### src/rtl/br_seq_pkg.sv
// Shared types and helpers for the buffer register sequencer.
// States, SENSE_CYCLES bounds, channel-enable decode and module-pair index.
package br_seq_pkg;

  typedef enum logic [2:0] {
    ST_IDLE,
    ST_CLEAR,
    ST_SENSE,
    ST_LOAD,
    ST_CHECK,
    ST_DONE
  } br_state_e;

  localparam int SENSE_CYCLES_MIN = 1;
  localparam int SENSE_CYCLES_MAX = 7;

  // Clamp the requested sense length into what the 3-bit counter can time.
  function automatic logic [2:0] sense_len(input int cycles);
    if (cycles < SENSE_CYCLES_MIN) return 3'(SENSE_CYCLES_MIN);
    if (cycles > SENSE_CYCLES_MAX) return 3'(SENSE_CYCLES_MAX);
    return 3'(cycles);
  endfunction

  // Returns {enable_b, enable_a}: even modules sit on A, odd modules on B.
  function automatic logic [1:0] channel_enables(input logic mod_lsb, input logic duplex);
    if (duplex) return 2'b11;
    return mod_lsb ? 2'b10 : 2'b01;
  endfunction

  // Even module of the pair that a duplex access uses.
  function automatic logic [2:0] pair_base(input logic [2:0] mod);
    return {mod[2:1], 1'b0};
  endfunction

endpackage

### src/rtl/br_sense_decode.sv
// Combinational decode of the captured module/duplex selection into
// per-module sense gating (only while sensing) and per-channel enables.
module br_sense_decode
  import br_seq_pkg::*;
(
  input  logic [2:0] mod,
  input  logic       duplex,
  input  br_state_e  state,
  output logic [7:0] msen,
  output logic       en_a,
  output logic       en_b
);

  logic [1:0] en;

  // Channel enables always reflect the selection; sense gating only in SENSE.
  always_comb begin
    en   = channel_enables(mod[0], duplex);
    en_a = en[0];
    en_b = en[1];
    msen = 8'h00;
    if (state == ST_SENSE) begin
      if (duplex) msen = 8'h03 << pair_base(mod);
      else        msen = 8'h01 << mod;
    end
  end

endmodule

### src/rtl/buffer_register_sequencer.sv
// Sequences one access through the duplex buffer register: clear, sense or
// load, parity check, done. Strobes are registered from the current state,
// so each strobe appears one cycle after its state is entered.
// Optional feature macro: BR_DUPLEX_COMPARE_EN (duplex A/B compare -> DISAGREE).
module buffer_register_sequencer
  import br_seq_pkg::*;
#(
  parameter int SENSE_CYCLES = 2
)(
  input  logic       CLK,
  input  logic       RESET,
  input  logic       V1,
  input  logic       REQ,
  input  logic       WR,
  input  logic [2:0] MOD,
  input  logic       DUPLEX,
  input  logic       PARA_OK,
  input  logic       PARB_OK,
  input  logic       BR_EQ,
  output logic       ACK,
  output logic       READY,
  output logic       DONE,
  output logic       A1CBRVN,
  output logic       A2CBRVN,
  output logic       A1SBRXV,
  output logic       A2SBRXV,
  output logic [7:0] MSEN,
  output logic       PERR_A,
  output logic       PERR_B,
  output logic       DISAGREE
);

  localparam logic [2:0] SENSE_LEN = sense_len(SENSE_CYCLES);

  br_state_e  state, next_state;
  logic [2:0] cnt, next_cnt;
  logic       accept;
  logic       wr_q, dup_q;
  logic [2:0] mod_q;
  logic       check_q;
  logic [7:0] msen_dec;
  logic       en_a, en_b;

  br_sense_decode u_decode (
    .mod    (mod_q),
    .duplex (dup_q),
    .state  (state),
    .msen   (msen_dec),
    .en_a   (en_a),
    .en_b   (en_b)
  );

  assign READY = V1 && (state == ST_IDLE);

  // Next-state and sense counter; a supply drop forces a return to idle.
  always_comb begin
    next_state = state;
    next_cnt   = cnt;
    accept     = 1'b0;
    if (!V1) begin
      next_state = ST_IDLE;
    end else begin
      case (state)
        ST_IDLE: begin
          if (REQ) begin
            accept     = 1'b1;
            next_state = ST_CLEAR;
          end
        end
        ST_CLEAR: begin
          if (wr_q) begin
            next_state = ST_LOAD;
          end else begin
            next_state = ST_SENSE;
            next_cnt   = SENSE_LEN - 3'd1;
          end
        end
        ST_SENSE: begin
          if (cnt == 3'd0) next_state = ST_CHECK;
          else             next_cnt   = cnt - 3'd1;
        end
        ST_LOAD:  next_state = ST_DONE;
        ST_CHECK: next_state = ST_DONE;
        ST_DONE:  next_state = ST_IDLE;
        default:  next_state = ST_IDLE;
      endcase
    end
  end

  // State and sense counter registers.
  always_ff @(posedge CLK or posedge RESET) begin
    if (RESET) begin
      state <= ST_IDLE;
      cnt   <= 3'd0;
    end else begin
      state <= next_state;
      cnt   <= next_cnt;
    end
  end

  // Capture the access parameters at accept; they hold until the next accept.
  always_ff @(posedge CLK or posedge RESET) begin
    if (RESET) begin
      wr_q  <= 1'b0;
      dup_q <= 1'b0;
      mod_q <= 3'd0;
    end else if (accept) begin
      wr_q  <= WR;
      dup_q <= DUPLEX;
      mod_q <= MOD;
    end
  end

  // Registered strobes decoded from the current state; all inactive when V1 is low.
  always_ff @(posedge CLK or posedge RESET) begin
    if (RESET) begin
      ACK     <= 1'b0;
      DONE    <= 1'b0;
      A1CBRVN <= 1'b1;
      A2CBRVN <= 1'b1;
      A1SBRXV <= 1'b0;
      A2SBRXV <= 1'b0;
      MSEN    <= 8'h00;
      check_q <= 1'b0;
    end else if (!V1) begin
      ACK     <= 1'b0;
      DONE    <= 1'b0;
      A1CBRVN <= 1'b1;
      A2CBRVN <= 1'b1;
      A1SBRXV <= 1'b0;
      A2SBRXV <= 1'b0;
      MSEN    <= 8'h00;
      check_q <= 1'b0;
    end else begin
      ACK     <= accept;
      DONE    <= (state == ST_DONE);
      A1CBRVN <= !((state == ST_CLEAR) && en_a);
      A2CBRVN <= !((state == ST_CLEAR) && en_b);
      A1SBRXV <= (state == ST_LOAD) && en_a;
      A2SBRXV <= (state == ST_LOAD) && en_b;
      MSEN    <= msen_dec;
      check_q <= (state == ST_CHECK);
    end
  end

  // Sticky parity errors: cleared at accept, set by a failed check on an enabled channel.
  always_ff @(posedge CLK or posedge RESET) begin
    if (RESET) begin
      PERR_A <= 1'b0;
      PERR_B <= 1'b0;
    end else if (accept) begin
      PERR_A <= 1'b0;
      PERR_B <= 1'b0;
    end else if (V1 && check_q) begin
      if (en_a && !PARA_OK) PERR_A <= 1'b1;
      if (en_b && !PARB_OK) PERR_B <= 1'b1;
    end
  end

`ifdef BR_DUPLEX_COMPARE_EN
  // Sticky duplex miscompare, sampled alongside parity on duplex reads.
  always_ff @(posedge CLK or posedge RESET) begin
    if (RESET) begin
      DISAGREE <= 1'b0;
    end else if (accept) begin
      DISAGREE <= 1'b0;
    end else if (V1 && check_q && dup_q && !BR_EQ) begin
      DISAGREE <= 1'b1;
    end
  end
`else
  logic unused_br_eq;
  assign unused_br_eq = BR_EQ;
  assign DISAGREE     = 1'b0;
`endif

endmodule

### config.mk
export PLATFORM = sky130hd
export DESIGN_NAME = buffer_register_sequencer
export DESIGN_NICKNAME = d
export VERILOG_FILES = /design/src/rtl/br_seq_pkg.sv /design/src/rtl/br_sense_decode.sv /design/src/rtl/buffer_register_sequencer.sv
export SDC_FILE = /design/constraint.sdc
export NUM_CORES = 1
export LEC_CHECK = 0
export CORE_MARGIN = 2
export CORE_UTILIZATION = 35
export DETAILED_ROUTE_END_ITERATION = 7
export DONT_BUFFER_PORTS = 1
export GPL_TIMING_DRIVEN = 0
export PLACE_DENSITY = 0.58
export SYNTH_ARGS = -nofsm -noshare
export SYNTH_HDL_FRONTEND = slang
export SYNTH_SLANG_ARGS = --single-unit
### constraint.sdc
create_clock -name CLK -period 1.7 [get_ports CLK]
set_clock_uncertainty 0.05 [all_clocks]
set_input_delay 0.17 -clock CLK [delete_from_list [all_inputs] [get_ports CLK]]
set_output_delay 0.17 -clock CLK [all_outputs]
set_load 0.05 [all_outputs]
**After elaboration in Yosys (flattened, before gate mapping)**

Index checks and enable logic that the tools add are counted.

- Output and inout port bits: 18
- Input bits: 12
- Word-level logic and storage cells: 81
- Bits in registers: 28

- Add/subtract/negate cells: 1
- Shift operators: 2
- Reduce and logical (&&, ||, !) cells: 23
- Eq/ne operators: 9
- Mux-type cells: 31

Operator list:

| operator | count |
|---|---|
| two-way mux 8 bit | 3 |
| two-way mux 1 bit | 18 |
| two-way mux 3 bit | 5 |
| case mux 3 bit (4 select lines) | 1 |
| logical AND 1 bit | 8 |
| nonzero test 2 bit | 4 |
| << shifter 1 x 3 -> 8 bit, first input constant | 1 |
| << shifter 2 x 3 -> 8 bit, first input constant | 1 |
| equality test 3 x 2 -> 1 bit, second input constant | 2 |
| equality test 3 bit, second input constant | 2 |
| zero test 3 bit | 2 |
| two-way mux 2 bit | 3 |
| != test 3 bit, second input constant | 2 |
| case mux 3 bit (2 select lines) | 1 |
| AND reduction 2 bit | 3 |
| zero test 1 bit | 4 |
| != test 2 bit, second input constant | 2 |
| AND reduction 4 bit | 1 |
| equality test 3 x 1 -> 1 bit, second input constant | 1 |
| subtractor 3 x 1 -> 3 bit, second input constant | 1 |
| OR reduction 2 bit | 1 |

**Longest topological paths before layout**

Gate-level depths: netlist of the first run.

- Word-level depth: 6
- Depth in mapped cells: 6
- Gate-level depth less buffers: 6

**Modules after synthesis**

Synthesis of the first run repeated with hierarchy kept, for this count alone.

- Cell total of the unflattened synthesis: 106
- Area total of the unflattened synthesis: 1268.7 um^2

By module, submodules not included:

| module | sequential area each (um^2) | area an instance (um^2) | instances | cells an instance |
|---|---|---|---|---|
| buffer_register_sequencer | 703.2 | 1168.6 | 1 | 91 |
| br_sense_decode | 0.0 | 100.1 | 1 | 15 |

**Least setup slack after synthesis of the first run**

Ideal clock, no wire load.

- Kind: register to output
- From: register state[2]
- To: output port READY
- Cell stages (with the launch flop): 4
- Slack: -0.231 ns
- Data arrival time: 1.711 ns
- Path buffers: 1
- Data required time: 1.480 ns
- Path through: dfrtp_1 > buf_2 > nand2b_4 > nor3_1

- Longest elaborated chain between the ends: 2

Ends and longest elaborated chain:

| element | line | text |
|---|---|---|
| from (decl) | buffer_register_sequencer.sv:35 | `br_state_e state, next_state;` |
| from (signal assigned) | buffer_register_sequencer.sv:96 | `state <= next_state;` |
| zero test 3 bit | buffer_register_sequencer.sv:53 | `assign READY = V1 && (state == ST_IDLE);` |
| logical AND 1 bit | buffer_register_sequencer.sv:53 |  |
| to (decl) | buffer_register_sequencer.sv:21 | `output logic READY,` |

Every way passes these cells.

**Final worst setup path of the first run**

- From: register cnt[1]
- To: register cnt[2]

- Longest elaborated chain between the ends: 3
- Elaborated cells on any way between the ends: 6
- Those cells by class: add/sub: 1; eq/ne: 1; mux: 2; reduce/logical: 2

Ends and longest elaborated chain:

| element | line | text |
|---|---|---|
| from (decl) | buffer_register_sequencer.sv:36 | `logic [2:0] cnt, next_cnt;` |
| from (signal assigned) | buffer_register_sequencer.sv:97 | `cnt <= next_cnt;` |
| subtractor 3 x 1 -> 3 bit / zero test 3 bit (equally long branches) | buffer_register_sequencer.sv:80, buffer_register_sequencer.sv:79 |  |
| two-way mux 3 bit / != test 2 bit (equally long branches) | n/a |  |
| case mux 3 bit (2 select lines) / AND reduction 4 bit (equally long branches) | n/a |  |

Parallel ways exist; a longest one is shown, timed or not. The select of a mux whose other input is x is not followed.
A chain may end at the register's enable or synchronous reset.

==> flow_summary.rst, run 1 <==
.. list-table::
   :header-rows: 1

   * - Metric
     - Value
   * - DRC violation count after routing
     - 0
   * - CTS HTree Levels
     - 1
   * - Synthesized area per cell
     - 11.78 um^2
   * - Result of the run
     - finished with violations
   * - Cell at the slowest stage of the critical path
     - sky130_fd_sc_hd__dfrtp_1
   * - Met1 track demand over resource
     - 0.1709
   * - Core Box Area
     - 3103 um^2
   * - Clk sinks
     - 28
   * - Shortest clock period the worst path allows after layout
     - between 1.5 and 2 ns
   * - Total half-perimeter wirelength after legalization and detailed placement
     - 1462 um
   * - Grt total ovfl
     - 0
   * - Clk Latency, worst-skew pair
     - 0.34 ns
   * - CP cell instances
     - inv_2 > ha_4 > ha_4 > or3b_4 > a21oi_4 > mux2_4
   * - Synth Net Count
     - ~110
   * - Post-Place Setup Slack
     - -0.1149 ns
   * - Area enclosed by the die boundary
     - 3809 um^2
   * - Unrepaired setup endpoints after global routing
     - yes
   * - Number of antenna violations at the first check in global routing
     - 0
   * - IO Count
     - 30
   * - Library cell with the largest summed area after synthesis
     - sky130_fd_sc_hd__dfrtp_1
   * - Clock transition time at the flip-flop clock pins of the worst setup and hold paths
     - ~0.15 ns
   * - Final Cycle Share
     - 1.073
   * - Number of slew-limit violations in the final report
     - 0
   * - Hold path startpoint
     - REQ
   * - Worst hold margin
     - approximately 0.018 ns
   * - Global-route wire length before repair
     - ~3600 um
   * - Worst min-delay path class
     - input port to flop
   * - Post-Layout Cell Count
     - 162
   * - Antenna Cells
     - 0
   * - Instance count of the mapped netlist
     - 99
   * - Maximum number of pins on one net before global-route repair
     - 29
   * - Final-report setup violation count
     - 4
   * - Layout cells sized above 1
     - 0.2881
   * - Number of nets with antenna violations after routing
     - 0
   * - Number of flops mapped to enable cells by yosys
     - 0
   * - Most instantiated flip-flop cell in the synthesis netlist
     - sky130_fd_sc_hd__dfrtp_1
   * - Critical path peak fanout
     - 3
   * - Relative max-transition margin
     - 0.2929
   * - Via count of the first global-routing pass
     - 746
   * - Per-cell via count in the routed design
     - 4.704
   * - Maximum number of buffers from clock root to sink
     - 2
   * - Inst Count DP
     - 143
   * - Die Y
     - 61.72 um
   * - Dominant cell by count in the synthesized netlist
     - sky130_fd_sc_hd__dfrtp_1
   * - Proportion of power drawn by flip-flops and latches
     - 0.490
   * - Total net switching power
     - 0.0005907 W
   * - Synth top cells by count
     - 26 x sky130_fd_sc_hd__dfrtp_1, 13 x sky130_fd_sc_hd__nor2_1, 9 x sky130_fd_sc_hd__nor3_1
   * - #FFs+latches synth
     - 28
   * - Root buffer selected by CTS
     - sky130_fd_sc_hd__clkbuf_4
   * - Initial Utilization
     - 0.3758
   * - GRT Total Usage
     - 0.1341
   * - Warning count from the yosys run
     - 0
   * - Most used routing layer in global routing
     - met2
   * - Count of routing violations after the opening detailed-route iteration
     - 18
   * - Maxcap violations
     - 0
   * - Upper clock frequency limit
     - 0.5480 GHz
   * - Worst reg2reg startpoint
     - cnt[1]$_DFFE_PP0P_
   * - Final routed wirelength across all metal layers
     - 2232 um
   * - Crit path DAT
     - 2.02 ns
   * - Launching element type of the critical path
     - flop
   * - Final cell utilization of the core
     - 0.4722
   * - Static Leak
     - 0.6522 nW
   * - Clock network power share
     - 0.238
   * - X dimension of the die
     - 61.72 um
   * - Vias after detailed routing
     - 762
   * - Pre-antenna DRT Iters
     - 4
   * - RePlAce Congestion
     - 0.8216
   * - Worst setup path class
     - flop to flop
   * - Violated checks
     - negative setup slack
   * - Kind of capture point of the worst setup path
     - flop
   * - PnR Total Power
     - 0.001852 W
   * - Top cells by area, synth
     - sky130_fd_sc_hd__dfrtp_1 56%, sky130_fd_sc_hd__dfstp_2 4.5%, sky130_fd_sc_hd__nor2_1 4.2%
   * - Slew at the pin with the worst max-slew slack
     - 1.059 ns
   * - Crit path required time
     - 1.90 ns
   * - Total count of hold-check failures in the final report
     - 0
   * - Met3 Track Usage GR
     - 0.02899
   * - Core Rows
     - 20
   * - Delay of the slowest critical-path stage
     - 0.40 ns
   * - Final routed wire length divided by cell count
     - 13.78 um
   * - Cell type with the highest occurrence count on the critical path
     - sky130_fd_sc_hd__ha_4
   * - Mapped cell area
     - approximately 1200 um^2
   * - Sequential fraction of the synthesis area
     - 0.6030
   * - Peak supply drop
     - 0.5195 mV
   * - Number of buffers inserted by port buffering
     - 0
   * - Number of buffers added by the clock tree synthesis step
     - 3
   * - Power Density
     - 1264 nW/um^2
   * - Synth async-reset ratio
     - 1.000
   * - GR Util met2
     - 0.2045
   * - Pint
     - roughly 0.0013 W
   * - Library cells used by synthesis
     - 28
   * - Worst Setup SP
     - cnt[1]$_DFFE_PP0P_
   * - Worst Hold Path Cells
     - 2
   * - Comb pwr share
     - 0.272
   * - Total number of nets in the final design
     - 133
   * - Clock tree from TritonCTS
     - done
   * - Sw frac
     - 0.3190
   * - Area growth from synthesis to layout
     - 25.64%
   * - Area share of the leading cell type in the synthesized netlist
     - 0.5579
   * - Final Worst Setup Slack
     - -0.1247 ns
   * - Cell count of the worst reg-to-reg path
     - 6
==> sequential cells by signal, indices dropped and copies added (netlist names) <==
signal	cells
ACK	1
dup_q	1
PERR_B	1
A1CBRVN	1
state	3
check_q	1
mod_q	3
A2CBRVN	1
wr_q	1
MSEN	8
A1SBRXV	1
DONE	1
PERR_A	1
A2SBRXV	1
cnt	3
==> per-stage QoR <==
step	instance area, um^2	TNS, ns
floorplan	1182	-0.05115
global placement	1237	-0.2140
detailed placement	1237	-0.3115
CTS	1436	-0.3898
global route	1465	-0.6614
finish	1465	-0.3989
==> what timing repair did <==
action,CTS,global route
hold endpoints to repair,38,0
pin swaps,0,1
hold buffers,9,0
cloned,0,0
setup endpoints to repair,4,4
buffers inserted,3,3
gates resized for setup,7,3
==> worst max-delay path: cells and delay by family, from the launching register on <==
kind	cells	cell delay [ns]
AOI/OAI and AO/OA	1	0.21
and+or+nand+nor	1	0.38
DFF	1	0.40
adders and majority gates	2	0.31
muxes	1	0.32
buffers and inverters	1	0.06
==> cell usage in the layout, fill, tap and decap left out, drive strengths merged <==
cell type / instances
clkbuf: 3
conb: 1
inv: 5
ha: 2
dlygate4sd3: 9
a21boi: 1
or3b: 2
nor3b: 1
mux2: 8
dfstp: 2
nor2: 13
nor3: 9
o21a: 3
nand2b: 5
a21oi: 2
nor2b: 2
bufinv: 1
or2: 1
o21ai: 1
dfrtp: 26
buf: 10
or3: 5
nand2: 4
nand3: 2
==> worst paths after layout <==
kind	slack, ns	end
max in group asynchronous	0.51	state[2]$_DFFE_PP0P_
min in group asynchronous	0.46	MSEN[6]$_DFF_PP0_
max	-0.12	cnt[2]$_DFFE_PP0P_
max reg2reg	-0.12	cnt[2]$_DFFE_PP0P_
min	0.02	ACK$_DFF_PP0_
min reg2reg	0.49	MSEN[0]$_DFF_PP0_
==> area by class of cell <==
| class | instances | area, um^2 |
|---|---|---|
| Buffer | 4 | 35.03 |
| Clock buffer | 3 | 22.52 |
| Clock inverter | 1 | 30.03 |
| Fill cell | 301 | 1638 |
| Inverter | 5 | 18.77 |
| Multi-Input combinational cell | 62 | 465.4 |
| Sequential cell | 28 | 703.2 |
| Tap cell | 44 | 55.05 |
| Timing Repair Buffer | 15 | 135.1 |
==> kinds of logic after synthesis <==
| family | count (synthesis) | synth area share |
|---|---|---|
| compound gates | 7 | 0.04828 |
| simple gates | 44 | 0.2060 |
| other cells | 1 | 0.003216 |
| fa+ha+maj | 2 | 0.02146 |
| mux | 8 | 0.07725 |
| flops | 28 | 0.6030 |
| buf+inv | 9 | 0.04078 |
==> power by group through the flow <==
stage                     Clock [W]  Sequential [W]  Combinational [W]
after floorplan                   0        0.000900           0.000316
after global placement            0        0.000913           0.000366
after detailed placement          0        0.000916           0.000377
after CTS                  0.000452        0.000906           0.000480
after global routing       0.000485        0.000923           0.000553
final                      0.000441        0.000907           0.000503
==> routing by layer <==
| layer | wire, um | vias to the layer above |
|---|---|---|
| li1 | - | 362 |
| met1 | 990 | 374 |
| met2 | 1088 | 19 |
| met3 | 85 | 7 |
| met4 | 67 | 0 |
| met5 | 0 | - |
Power figures use the tool's default switching activity.
==> inputs of run 2 (changes only) <==
--- a/config.mk
+++ b/config.mk
@@ -5,11 +5,12 @@
 export SDC_FILE = /design/constraint.sdc
 export NUM_CORES = 1
 export LEC_CHECK = 0
-export CORE_MARGIN = 2
+export CORE_MARGIN = 3
 export CORE_UTILIZATION = 35
 export DETAILED_ROUTE_END_ITERATION = 7
 export DONT_BUFFER_PORTS = 1
 export GPL_TIMING_DRIVEN = 0
+export MAX_ROUTING_LAYER = met4
 export PLACE_DENSITY = 0.58
 export SYNTH_ARGS = -nofsm -noshare
 export SYNTH_HDL_FRONTEND = slang
==> run 2 against run 1 <==
Critical path depth is the same. Final cell count shrank 1.2%. The run still ends with negative setup slack left. Count of clock-buffer cells in the layout is the same. Sequential share of layout area grew 1.2 points. Worst setup slack gained 0.0094 ns. Clock power shrank 1%.
==> flow_summary.rst, run 2 (same netlist as run 1, synthesis figures left out) <==
.. list-table::
   :header-rows: 1

   * - Metric
     - Value
   * - Maxcap violations
     - 0 (unchanged)
   * - Total number of nets in the final design
     - 131 (-1.5%)
   * - Clock transition time at the flip-flop clock pins of the worst setup and hold paths
     - 0.15 ns (about the same)
   * - Number of antenna violations at the first check in global routing
     - 0 (unchanged)
   * - Layout cells sized above 1
     - 0.2414 (-0.04676)
   * - Critical path buffers and inverters
     - 1 (unchanged)
   * - Commonest cells after routing, fill and taps aside
     - 25 x sky130_fd_sc_hd__dfrtp_1, 13 x sky130_fd_sc_hd__nor2_1, 10 x sky130_fd_sc_hd__dlygate4sd3_1, 8 x sky130_fd_sc_hd__nor3_1
   * - Leading cell type in the layout, fill and taps excluded
     - sky130_fd_sc_hd__dfrtp_1
   * - Placed Area
     - 1237 um^2 (unchanged)
   * - Flip-flop count of the largest register after layout
     - 8 (unchanged)
   * - Upper clock frequency limit
     - 0.5509 GHz (+0.52%)
   * - Result of the run
     - finished with violations
   * - Area growth from synthesis to layout
     - 22.85%
   * - Endpoint of the lowest-slack register-to-register path
     - cnt[2]$_DFFE_PP0P_
   * - Worst min-delay path class
     - input port to flop
   * - Final Cycle Share
     - 1.068 (-0.005519)
   * - Hold path startpoint
     - V1
   * - Delay of the slowest critical-path stage
     - 0.39 ns (about the same)
   * - Core Box Area
     - 3128 um^2 (+0.81%)
   * - Relative max-transition margin
     - 0.3139 (+0.02096)
   * - Met3 Track Usage GR
     - 0.02139 (-0.007595)
   * - Number of slew-limit violations in the final report
     - 0 (unchanged)
   * - Hold worst-path end
     - A2SBRXV$_DFF_PP0_
   * - GR Util met2
     - 0.2008 (-0.003729)
   * - Grt total ovfl
     - 0 (unchanged)
   * - Worst path top cell family by delay
     - simple AND/OR/NAND/NOR gates
   * - CTS HTree Levels
     - 1 (unchanged)
   * - Static Leak
     - 0.6339 nW (-2.8%)
   * - Worst setup path class
     - flop to flop
   * - IO Count
     - 30 (unchanged)
   * - Peak supply drop
     - 0.4750 mV (-8.6%)
   * - Final routed wirelength across all metal layers
     - 2112 um (-5.4%)
   * - Area used by multi-input combinational logic
     - 447.9 um^2 (-3.8%)
   * - Root buffer selected by CTS
     - sky130_fd_sc_hd__clkbuf_4
   * - PnR Total Power
     - 0.001776 W (-4.1%)
   * - Kind of capture point of the worst setup path
     - flop
   * - Slew at the pin with the worst max-slew slack
     - 1.028 ns (-0.03141 ns)
   * - Combined flip-flop and latch cell area
     - 704.4 um^2 (+0.18%)
   * - Clk sinks
     - 28 (unchanged)
   * - Setup slack on the worst flop-to-flop path
     - -0.12 ns (about the same)
   * - Violated checks
     - negative setup slack
   * - CP cell instances
     - inv_1 > ha_2 > ha_4 > or3b_4 > a21oi_4 > mux2_1
   * - RePlAce Congestion
     - 0.7770 (-5.4%)
   * - Cell count of the worst reg-to-reg path
     - 6 (unchanged)
   * - Global-route wire length before repair
     - 3615 um (+1.7%)
   * - Fin area
     - 1433 um^2 (-2.2%)
   * - Clk Latency, worst-skew pair
     - 0.33 ns (about the same)
   * - Final Worst Setup Slack
     - -0.1154 ns (+0.009383 ns)
   * - Die Y
     - 63.72 um (+3.2%)
   * - Crit path DAT
     - 1.99 ns (-0.03 ns)
   * - Maximum number of buffers from clock root to sink
     - 2 (unchanged)
   * - Critical path peak fanout
     - 3 (unchanged)
   * - Vias after detailed routing
     - 751 (-1.4%)
   * - Via count of the first global-routing pass
     - 765 (+2.5%)
   * - Unrepaired setup endpoints after global routing
     - yes
   * - Count of routing violations after the opening detailed-route iteration
     - 11 (-7)
   * - Total half-perimeter wirelength after legalization and detailed placement
     - 1482 um (+1.4%)
   * - Maximum number of pins on one net before global-route repair
     - 29 (unchanged)
   * - Initial Utilization
     - 0.3728 (-0.003006)
   * - Antenna Cells
     - 0 (unchanged)
   * - Most used routing layer in global routing
     - met2
   * - Register with the most flip-flops
     - MSEN
   * - Pre-antenna DRT Iters
     - 4 (unchanged)
   * - Crit path required time
     - 1.88 ns (-0.02 ns)
   * - Final routed wire length divided by cell count
     - 13.20 um (-4.2%)
   * - Clock tree from TritonCTS
     - done
   * - Number of nets with antenna violations after routing
     - 0 (unchanged)
   * - Core Rows
     - 20 (unchanged)
   * - Final-report setup violation count
     - 3 (-1)
   * - Worst Hold Path Cells
     - 3 (+1)
   * - Worst reg2reg startpoint
     - cnt[1]$_DFFE_PP0P_
   * - Per-cell via count in the routed design
     - 4.694 (-0.21%)
   * - Total count of hold-check failures in the final report
     - 0 (unchanged)
   * - GRT Total Usage
     - 0.1174 (-0.01675)
   * - Number of buffers added by the clock tree synthesis step
     - 3 (unchanged)
   * - X dimension of the die
     - 63.72 um (+3.2%)
   * - Area enclosed by the die boundary
     - 4060 um^2 (+6.6%)
   * - Met1 track demand over resource
     - 0.1383 (-0.03257)
   * - Number of buffers inserted by port buffering
     - 0 (unchanged)
   * - DRC violation count after routing
     - 0 (unchanged)
   * - Number of fillers in the final layout
     - 299 (-0.66%)
   * - Shortest clock period the worst path allows after layout
     - 1.815 ns (-0.009383 ns)
   * - Power Density
     - 1239 nW/um^2 (-1.9%)
   * - Launching element type of the critical path
     - flop
   * - Cell at the slowest stage of the critical path
     - sky130_fd_sc_hd__or3b_4
run 2: changes by cell type in the layout (fill, tap and decap cells not counted):
cell	delta
sky130_fd_sc_hd__ha_2	+1
sky130_fd_sc_hd__dlygate4sd3_1	+1
sky130_fd_sc_hd__mux2_4	-2
sky130_fd_sc_hd__mux2_1	+2
sky130_fd_sc_hd__buf_6	-1
sky130_fd_sc_hd__dfrtp_2	+1
sky130_fd_sc_hd__buf_4	-2
sky130_fd_sc_hd__dfrtp_1	-1
sky130_fd_sc_hd__inv_2	-2
sky130_fd_sc_hd__ha_4	-1
sky130_fd_sc_hd__inv_1	+2
run 2: routing by layer:
metal / vias up / routed length (um)
li1: 359 / -
met3: 4 / 107
met1: 365 / 884
met4: 0 / 31
met2: 23 / 1088
met5: - / 0
run 2: layout make-up:
type / count / share of cell area
sequential: 28 / 0.4917
clock buffer: 3 / 0.01572
tap: 44 / 0.03843
multi-input combinational: 62 / 0.3127
inverter: 5 / 0.01310
buffer: 3 / 0.01659
timing repair buffer: 14 / 0.09083
clock inverter: 1 / 0.02096
run 2: worst max path at each step:
stage	end	start	cells past startpoint
finish	cnt[2]$_DFFE_PP0P_	cnt[1]$_DFFE_PP0P_	6
global route	cnt[2]$_DFFE_PP0P_	cnt[1]$_DFFE_PP0P_	6
CTS	cnt[0]$_DFFE_PP0P_	cnt[1]$_DFFE_PP0P_	6
detailed placement	cnt[0]$_DFFE_PP0P_	cnt[0]$_DFFE_PP0P_	6
global placement	cnt[0]$_DFFE_PP0P_	cnt[1]$_DFFE_PP0P_	6
floorplan	cnt[0]$_DFFE_PP0P_	cnt[0]$_DFFE_PP0P_	6
run 2: through the flow:
step	instances	hold WS, ns	setup TNS (ns)	worst slack [ns]	utilization
final	160	0.08930	-0.3072	-0.1154	0.4580
after global routing	160	0.07736	-0.5110	-0.1910	0.4580
after CTS	156	0.006833	-0.4049	-0.1248	0.4464
after detailed placement	143	0.2487	-0.2738	-0.1014	0.3956
after global placement	143	0.2446	-0.2075	-0.07977	0.3956
after floorplan	99	0.1839	-0.05115	-0.02435	-
run 2: where the power goes:
group | internal [W] | total, W | switching, W
logic | 0.000211 | 0.000434 | 0.000223
registers | 0.000766 | 0.000906 | 0.000140
clock network | 0.000239 | 0.000435 | 0.000197
run 2: timing repair:
item,CTS,global route
buffers inserted,0,4
gates resized for setup,2,1
hold endpoints to repair,38,1
gates cloned,0,0
endpoints found under the setup margin,4,4
hold buffers,9,1
pin swaps,0,1
run 2: worst register-to-register path: stages, from the launching register on:
cell                      delay (ns)
sky130_fd_sc_hd__dfrtp_1        0.38
sky130_fd_sc_hd__inv_1          0.05
sky130_fd_sc_hd__ha_2           0.18
sky130_fd_sc_hd__ha_4           0.15
sky130_fd_sc_hd__or3b_4         0.39
sky130_fd_sc_hd__a21oi_4        0.18
sky130_fd_sc_hd__mux2_1         0.34
==> inputs of run 3 (changes only) <==
--- a/config.mk
+++ b/config.mk
@@ -10,6 +10,7 @@
 export DETAILED_ROUTE_END_ITERATION = 7
 export DONT_BUFFER_PORTS = 1
 export GPL_TIMING_DRIVEN = 0
+export HOLD_SLACK_MARGIN = 0.1
 export MAX_ROUTING_LAYER = met4
 export PLACE_DENSITY = 0.58
 export SYNTH_ARGS = -nofsm -noshare
==> run 3 against run 2 <==
The flow still finishes with violations (negative setup slack). Worst setup slack barely moved. Sequential cell count did not move. First-iteration DRC count rose by 36%. Die area did not move. Power barely moved. Via count did not move.
==> flow_summary.rst, run 3 (same netlist as run 1, synthesis figures left out) <==
.. list-table::
   :header-rows: 1

   * - Metric
     - Value
   * - Result of the run
     - finished with violations
   * - Violated checks
     - negative setup slack
   * - Maximum number of pins on one net before global-route repair
     - 29 (unchanged)
   * - Number of slew-limit violations in the final report
     - 0 (unchanged)
   * - Per-cell via count in the routed design
     - 4.694 (unchanged)
   * - Vias after detailed routing
     - 751 (unchanged)
   * - RePlAce Congestion
     - 0.7770 (unchanged)
   * - Met3 Track Usage GR
     - 0.02139 (unchanged)
   * - Sw frac
     - 0.3152 (about the same)
   * - GRT Total Usage
     - 0.1166 (-0.0007749)
   * - Shortest clock period the worst path allows after layout
     - 1.815 ns (-0.0002310 ns)
   * - Peak supply drop
     - 0.4749 mV (about the same)
   * - Proportion of power drawn by flip-flops and latches
     - 0.510 (about the same)
   * - Critical path peak fanout
     - 3 (unchanged)
   * - Final Worst Setup Slack
     - -0.1151 ns (+0.0002310 ns)
   * - Flip-flop count of the largest register after layout
     - 8 (unchanged)
   * - Core Rows
     - 20 (unchanged)
   * - CP cell instances
     - inv_1 > ha_2 > ha_4 > or3b_4 > a21oi_4 > mux2_1
   * - Worst Setup SP
     - cnt[1]$_DFFE_PP0P_
   * - Register with the most flip-flops
     - MSEN
   * - Total net switching power
     - 0.0005595 W (about the same)
   * - Number of buffers inserted by port buffering
     - 0 (unchanged)
   * - Inst Count DP
     - 143 (unchanged)
   * - Final cell utilization of the core
     - 0.4580 (unchanged)
   * - Clk Latency, worst-skew pair
     - 0.33 ns (about the same)
   * - Worst Hold Path Cells
     - 3 (unchanged)
   * - Initial Utilization
     - 0.3728 (unchanged)
   * - Final routed wire length divided by cell count
     - 13.13 um (-0.57%)
   * - Power Density
     - 1239 nW/um^2 (about the same)
   * - Clock network power share
     - 0.245 (about the same)
   * - Leading cell type in the layout, fill and taps excluded
     - sky130_fd_sc_hd__dfrtp_1
   * - Maximum number of buffers from clock root to sink
     - 2 (unchanged)
   * - Setup slack on the worst flop-to-flop path
     - -0.12 ns (about the same)
   * - Number of nets with antenna violations after routing
     - 0 (unchanged)
   * - Core Box Area
     - 3128 um^2 (unchanged)
   * - Clock transition time at the flip-flop clock pins of the worst setup and hold paths
     - 0.15 ns (about the same)
   * - Launching element type of the critical path
     - flop
   * - Static Leak
     - 0.6339 nW (unchanged)
   * - Met1 track demand over resource
     - 0.1383 (unchanged)
   * - Crit path DAT
     - 1.99 ns (about the same)
   * - Delay of the slowest critical-path stage
     - 0.38 ns (about the same)
   * - Pint
     - 0.001215 W (about the same)
   * - Endpoint of the lowest-slack register-to-register path
     - cnt[2]$_DFFE_PP0P_
   * - Cell count of the worst reg-to-reg path
     - 6 (unchanged)
   * - Via count of the first global-routing pass
     - 766 (+0.13%)
   * - Count of routing violations after the opening detailed-route iteration
     - 15 (+4)
   * - Pre-antenna DRT Iters
     - 4 (unchanged)
   * - Layout cells sized above 1
     - 0.2414 (unchanged)
   * - Area enclosed by the die boundary
     - 4060 um^2 (unchanged)
   * - Critical path depth
     - 6 (unchanged)
   * - Crit path to
     - cnt[2]$_DFFE_PP0P_
   * - Worst path top cell family by delay
     - flip-flops
   * - Critical path buffers and inverters
     - 1 (unchanged)
   * - Comb pwr share
     - 0.244 (about the same)
   * - Clk sinks
     - 28 (unchanged)
   * - PnR Total Power
     - 0.001775 W (about the same)
   * - CTS HTree Levels
     - 1 (unchanged)
   * - Global-route wire length before repair
     - 3588 um (-0.75%)
   * - Kind of capture point of the worst setup path
     - flop
   * - Post-Layout Cell Count
     - 160 (unchanged)
   * - Root buffer selected by CTS
     - sky130_fd_sc_hd__clkbuf_4
   * - Antenna Cells
     - 0 (unchanged)
   * - Total number of nets in the final design
     - 131 (unchanged)
   * - Relative max-transition margin
     - 0.3123 (-0.001583)
   * - Grt total ovfl
     - 0 (unchanged)
   * - Cell at the slowest stage of the critical path
     - sky130_fd_sc_hd__dfrtp_1
   * - Total half-perimeter wirelength after legalization and detailed placement
     - 1482 um (unchanged)
   * - Most used routing layer in global routing
     - met2
   * - IO Count
     - 30 (unchanged)
   * - Final routed wirelength across all metal layers
     - 2100 um (-0.57%)
   * - GR Util met2
     - 0.1982 (-0.002608)
   * - Number of antenna violations at the first check in global routing
     - 0 (unchanged)
   * - Crit path required time
     - 1.88 ns (about the same)
   * - X dimension of the die
     - 63.72 um (unchanged)
   * - Worst min-delay path class
     - input port to flop
   * - Upper clock frequency limit
     - 0.5509 GHz (about the same)
   * - Final-report setup violation count
     - 3 (unchanged)
   * - Maxcap violations
     - 0 (unchanged)
   * - Worst setup path class
     - flop to flop
   * - Hold path startpoint
     - REQ
   * - Slew at the pin with the worst max-slew slack
     - 1.030 ns (+0.002373 ns)
   * - Die Y
     - 63.72 um (unchanged)
   * - Worst reg2reg startpoint
     - cnt[1]$_DFFE_PP0P_
   * - Clock tree from TritonCTS
     - done
   * - Number of buffers added by the clock tree synthesis step
     - 3 (unchanged)
   * - Commonest cells after routing, fill and taps aside
     - 25 x sky130_fd_sc_hd__dfrtp_1, 13 x sky130_fd_sc_hd__nor2_1, 10 x sky130_fd_sc_hd__dlygate4sd3_1, 8 x sky130_fd_sc_hd__nor3_1
   * - Unrepaired setup endpoints after global routing
     - yes
   * - DRC violation count after routing
     - 0 (unchanged)
   * - Area growth from synthesis to layout
     - 22.85% (unchanged)
   * - Total count of hold-check failures in the final report
     - 0 (unchanged)
   * - Final Cycle Share
     - 1.068 (about the same)
==> run 3: repair_timing <==
action,CTS,global route
endpoints found under the hold margin,43,0
buffers inserted,0,4
endpoints found under the setup margin,4,4
pin swaps,0,1
resized for setup,2,1
hold buffers,10,0
==> run 3: worst min path at each step <==
stage	end	slack [ns]
floorplan	A1SBRXV$_DFF_PP0_	0.18
global placement	state[0]$_DFFE_PP0P_	0.24
detailed placement	state[0]$_DFFE_PP0P_	0.25
CTS	state[0]$_DFFE_PP0P_	0.11
global route	state[0]$_DFFE_PP0P_	0.11
finish	state[0]$_DFFE_PP0P_	0.12
==> run 3: power by group through the flow <==
stage / clock [W] / combinational [W] / sequential (W)
after global placement: 0 / 0.000365 / 0.000914
final: 0.000435 / 0.000434 / 0.000906
after global routing: 0.000488 / 0.000489 / 0.000926
after detailed placement: 0 / 0.000380 / 0.000919
after floorplan: 0 / 0.000316 / 0.000900
after CTS: 0.000450 / 0.000423 / 0.000906
==> run 3: final cells by class <==
type | instances | area (um^2)
Multi-Input combinational cell | 62 | 447.9
Timing Repair Buffer | 14 | 130.1
Inverter | 5 | 18.77
Fill cell | 299 | 1695
Clock buffer | 3 | 22.52
Tap cell | 44 | 55.05
Buffer | 3 | 23.77
Sequential cell | 28 | 704.4
Clock inverter | 1 | 30.03
==> run 3: metal layers <==
metal	vias up	wire (um)	part of all wire
met5	-	0	0
met4	0	31	0.015
met3	4	104	0.050
met2	22	1094	0.52
met1	365	869	0.41
li1	360	-	-
==> run 3: worst reg2reg max path, delay by kind of cell (launching register included) <==
kind	cells	cell delay (ns)
mux	1	0.34
flops	1	0.38
compound gates	1	0.18
buf+inv	1	0.05
fa+ha+maj	2	0.33
simple gates	1	0.39
==> run 3: metrics by stage <==
stage | setup WS (ns) | instance area (um^2) | TNS, ns | hold slack (ns)
final | -0.1151 | 1433 | -0.3064 | 0.1195
after global routing | -0.1910 | 1433 | -0.5110 | 0.1102
after CTS | -0.1248 | 1406 | -0.4066 | 0.1068
after detailed placement | -0.1014 | 1237 | -0.2738 | 0.2487
after global placement | -0.07977 | 1237 | -0.2075 | 0.2446
after floorplan | -0.02435 | 1182 | -0.05115 | 0.1839
